===== config.mk =====
export PLATFORM = sky130hd
export DESIGN_NAME = serial_adder_ctrl
export DESIGN_NICKNAME = d
export VERILOG_FILES = /design/src/rtl/serial_adder_pkg.sv /design/src/rtl/serial_adder_ctrl_fac.sv /design/src/rtl/serial_adder_ctrl.sv
export SDC_FILE = /design/constraint.sdc
export NUM_CORES = 1
export LEC_CHECK = 0
export ABC_AREA = 0
export BUFFER_PORTS_ARGS = -buffer_cell sky130_fd_sc_hd__buf_2
export CAP_MARGIN = 20
export CORE_MARGIN = 1
export CORE_UTILIZATION = 34
export DETAILED_ROUTE_END_ITERATION = 10
export PLACE_DENSITY = 0.64
export SYNTH_ARGS = -nofsm -noshare
export SYNTH_HDL_FRONTEND = slang
export SYNTH_SLANG_ARGS = --single-unit
export TNS_END_PERCENT = 10

===== constraint.sdc =====
create_clock -name clk -period 1.5 [get_ports clk]
set_input_delay 0.075 -clock clk [delete_from_list [all_inputs] [get_ports clk]]
set_output_delay 0.075 -clock clk [all_outputs]
set_load 0.01 [all_outputs]

===== src/rtl/serial_adder_pkg.sv =====
// Shared constants for the bit-serial add/subtract controller.
package serial_adder_pkg;

    localparam int unsigned DEFAULT_WIDTH = 8;

    localparam logic [1:0] S_IDLE = 2'd0;
    localparam logic [1:0] S_RUN  = 2'd1;
    localparam logic [1:0] S_DONE = 2'd2;

    typedef enum logic [1:0] {
        ST_IDLE = S_IDLE,
        ST_RUN  = S_RUN,
        ST_DONE = S_DONE
    } state_e;

endpackage


===== src/rtl/serial_adder_ctrl_fac.sv =====
// One-bit full-adder cell; the only adder logic in the serial datapath.
module fac (
    input  logic x,
    input  logic y,
    input  logic ci,
    output logic z,
    output logic carry_out
);

    assign z         = x ^ y ^ ci;
    assign carry_out = (x & y) | (ci & (x ^ y));

endmodule


===== src/rtl/serial_adder_ctrl.sv =====
// Bit-serial add/subtract unit: one fac cell sequenced LSB-first over WIDTH bits
// behind a start/busy/done handshake.
module serial_adder_ctrl
    import serial_adder_pkg::*;
#(
    parameter int unsigned WIDTH = DEFAULT_WIDTH
) (
    input  logic             clk,
    input  logic             rst,
    input  logic             start,
    input  logic             sub,
    input  logic [WIDTH-1:0] a,
    input  logic [WIDTH-1:0] b,
    output logic             busy,
    output logic             done,
    output logic [WIDTH-1:0] sum,
    output logic             carry_out,
    output logic             overflow
);

    localparam int unsigned CNT_W = $clog2(WIDTH);
    localparam logic [CNT_W-1:0] LAST_BIT = CNT_W'(WIDTH - 1);

    state_e           r_state;
    state_e           w_state_d;
    logic [CNT_W-1:0] r_cnt;
    logic             r_carry;
    logic [WIDTH-1:0] r_op_a;
    logic [WIDTH-1:0] r_op_b;
    logic [WIDTH-1:0] r_sum;
    logic             r_carry_out;
    logic             r_overflow;

    logic w_accept;
    logic w_run;
    logic w_last;
    logic w_z;
    logic w_co;

    assign w_accept = (r_state == ST_IDLE) && start;
    assign w_run    = (r_state == ST_RUN);
    assign w_last   = w_run && (r_cnt == LAST_BIT);

    fac u_fac (
        .x         (r_op_a[0]),
        .y         (r_op_b[0]),
        .ci        (r_carry),
        .z         (w_z),
        .carry_out (w_co)
    );

    always_ff @(posedge clk) begin
        if (rst) begin
            r_state <= ST_IDLE;
        end else begin
            r_state <= w_state_d;
        end
    end

    always_comb begin
        w_state_d = r_state;
        unique case (r_state)
            ST_IDLE: if (start) w_state_d = ST_RUN;
            ST_RUN:  if (r_cnt == LAST_BIT) w_state_d = ST_DONE;
            ST_DONE: w_state_d = ST_IDLE;
            default: w_state_d = ST_IDLE;
        endcase
    end

    always_ff @(posedge clk) begin
        if (rst) begin
            r_cnt       <= '0;
            r_carry     <= 1'b0;
            r_op_a      <= '0;
            r_op_b      <= '0;
            r_sum       <= '0;
            r_carry_out <= 1'b0;
            r_overflow  <= 1'b0;
        end else if (w_accept) begin
            // Subtract as a + ~b + 1: invert b here, inject the +1 as the initial carry.
            r_op_a  <= a;
            r_op_b  <= b ^ {WIDTH{sub}};
            r_carry <= sub;
            r_cnt   <= '0;
            r_sum   <= '0;
        end else if (w_run) begin
            r_sum   <= {w_z, r_sum[WIDTH-1:1]};
            r_op_a  <= {1'b0, r_op_a[WIDTH-1:1]};
            r_op_b  <= {1'b0, r_op_b[WIDTH-1:1]};
            r_carry <= w_co;
            if (w_last) begin
                r_carry_out <= w_co;
                r_overflow  <= r_carry ^ w_co;
            end else begin
                r_cnt <= r_cnt + CNT_W'(1);
            end
        end
    end

    assign busy      = (r_state == ST_RUN);
    assign done      = (r_state == ST_DONE);
    assign sum       = r_sum;
    assign carry_out = r_carry_out;
    assign overflow  = r_overflow;

endmodule


==> impl_metrics.csv <==
group,metric,value,unit
setup_path,critical-path-top-delay-family,"buffers and inverters",
routing,vias_per_cell,4.83,
synthesis,yosysMostFrequentCell,"dfxtp_1",
placed_design,dpl.hpwl,2060,um
setup_path,crit_buf_inv,3,
grt,overflow,0,
sta,rsz0062_at_grt,"false",
pwr,p_total,1.85,mW
placed_design,place.gp.congestion,0.720,
grt,grt_usage,15.0,%
synthesis,yosysWarnings,0,
synthesis,ys_types,31,
finish,nNetsFinal,222,
clock_tree,clkSlewWorstSetupHoldPaths,0.06,ns
clock_tree,worstSkewPairLatency,0.28,ns
sta,setup_viol,0,
clock_tree,cts-resized-gates,1,
routing,ant_nets,0,
synthesis,mappedNetlistArea,1430,um2
floorplan,pin_count,32,
clock_tree,clk_path_buf_depth,2,
finish,multiInputGateArea,726,um2
synthesis,synthTopCellsByArea,"dfxtp_1 45%, a21oi_1 7.3%, nand2_1 6.5%, nor2_1 6.0%, xnor2_1 4.9%",
grt,grt_pass1_vias,1083,
routing,dr.pass1.iters,4,
setup_path,required,1.42,ns
clock_tree,tritoncts,"yes",
flow_run,drv_cap,0,
pwr,p_per_area,1050,nW/um2
synthesis,synth_commonest_cells,"32 x dfxtp_1, 25 x nand2_1, 23 x nor2_1",
floorplan,start_util,35.6,%
synthesis,synthCells,163,
setup_path,crit_type,"reg -> out",
clock_tree,htreeDepth,2,
sta,finalCriticalPeriod,1.36,ns
synthesis,synth_top_cell_area_share,44.7,%
sta,tns,0,ns
sta,setup_ws,0.136,ns
setup_path,startpoint_type,"flop",
grt,grt_first_pass_wirelength,4850,um
placed_design,preCtsSetupSlack,0.137,ns
sta,tightest_slew,0.448,ns
floorplan,placeableCoreArea,4030,um2
finish,area_growth,23.1,%
synthesis,async_flop_share,0,%
finish,drive_gt1_share,30.0,%
floorplan,rows,23,
synthesis,synth_fp_nets,186,
setup_path,cp_max_fo,17,
sta,fin_hold_ws,0.0602,ns
synthesis,syn_avg_cell_area,8.80,um2
routing,drc_errors,0,
routing,drt_iter0_drc,54,
sta,skew,0.00239,ns
pwr,p_leak,0.739,nW
finish,seqCellArea,642,um2
grt,antenna_found_initial,0,
clock_tree,cts-root-buf,"clkbuf_8",
worst_hold_path,min_path_type,"in -> reg",
synthesis,yosys.area.top_type,"dfxtp_1",
floorplan,die_h,66.9,um
sta,slew_violations,0,
floorplan,die_x,66.9,um
finish,antenna_cells,0,
sta,max_freq,733,MHz
sta,hold_viol_final,0,
pwr,peakVddDrop,0.407,mV
setup_path,slowest_stage,"dfxtp_1",
sta,period_share,90.9,%
clock_tree,cts_inserted_buffers,5,
synthesis,yosysSeqAreaShare,44.7,%
setup_path,worstPathArrival,1.29,ns
routing,wl_per_cell,11.6,um
floorplan,die_area,4480,um2
synthesis,ys_seq_elements,32,
run_status,outcome,"finished clean",
synthesis,synth-edff-count,0,
setup_path,slowest_delay,0.40,ns
synthesis,synthFlopType,"dfxtp_1",
routing,num_vias,1207,
setup_path,crit_path_end_kind,"output pin",
sta,slew_headroom,70.0,%
grt,grt_max_degree,18,
placed_design,port_buffers,31,
routing,finalWirelength,2910,um
clock_tree,holdBufCountCts,0,
finish,fillers,415,
clock_tree,cts.sinks,32,
clock_tree,post_cts_buffers,0,
setup_path,crit_chain,"nand2b_1 > buf_6 > inv_4 > buf_2",
==> flip-flops by register name, indices dropped and copies added (netlist names) <==
| signal | cells |
|---|---|
| carry_out | 1 |
| overflow | 1 |
| r_op_b | 8 |
| r_cnt | 3 |
| r_op_a | 8 |
| r_carry | 1 |
| sum | 8 |
| r_state | 2 |
==> routing by layer <==
metal | up-vias | part of all wire, % | global-route usage (%) | wire (um)
li1 | 631 | - | - | -
met1 | 542 | 48 | 18.5 | 1390
met2 | 28 | 45 | 22.9 | 1310
met3 | 6 | 5.1 | 5.82 | 148
met4 | 0 | 2.0 | 6.38 | 57
met5 | - | 0 | 0 | 0
==> metrics by stage <==
stage	instance area (um2)	util [%]	instances
5_1_grt	1770	43.8	250
2_1_floorplan	1430	-	163
4_1_cts	1760	43.7	250
3_3_place_gp	1670	41.4	242
3_5_place_dp	1670	41.4	242
6_report	1770	43.8	250
==> logic make-up (layout without fill, tap and decap cells) <==
kind of cell | Yosys count | count (layout) | synth area share, %
buffers and inverters | 12 | 49 | 4.71
multiplexers | 1 | 1 | 0.698
AND/OR/NAND/NOR | 68 | 68 | 23.6
AO/OA/AOI/OAI | 37 | 37 | 17.1
adder cells (fa/ha/maj) | 3 | 3 | 3.14
flip-flops | 32 | 32 | 44.7
XOR/XNOR | 10 | 10 | 6.11
==> report_power, final <==
| group | switching [mW] | internal, mW | leakage (nW) |
|---|---|---|---|
| registers | 0.0315 | 0.897 | 0.262 |
| logic | 0.129 | 0.129 | 0.432 |
| clock network | 0.289 | 0.373 | 0.0455 |
==> worst paths after layout <==
kind | startpoint | slack (ns) | to | depth (start not counted)
worst max-delay path | r_state[1] | 0.14 | busy | 4
worst min-delay path | rst | 0.06 | overflow | 2
worst max register to register | r_cnt[0] | 0.14 | r_cnt[0] | 5
worst min register to register | sum[0] | 0.45 | sum[0] | 2
==> area by class of cell <==
type | instances | share of cell area, %
Sequential cell | 32 | 36.4
Tap cell | 50 | 3.54
Clock buffer | 8 | 5.10
Multi-Input combinational cell | 119 | 41.1
Timing Repair Buffer | 40 | 13.5
Inverter | 1 | 0.354
==> worst reg2reg max path: stages (launching register included) <==
cell and delay [ns]:
dfxtp_1 0.33, ha_1 0.20, ha_1 0.25, nor3b_4 0.26
xnor2_1 0.16, nor2_1 0.06
==> cells in the final DEF (no fill, tap or decap), drive strengths merged <==
cell / count
fa: 1
buf: 40
inv: 1
nand2: 25
or3b: 4
or4b: 1
nor2b: 1
nand3b: 1
xor2: 2
a211oi: 5
xnor2: 8
nor2: 23
nor3: 3
nor3b: 2
clkbuf: 8
nand2b: 5
a21oi: 21
a221o: 7
nand3: 2
ha: 2
nand4bb: 1
dfxtp: 32
mux2i: 1
o21ai: 3
o21ba: 1
Power figures use the tool's default switching activity.
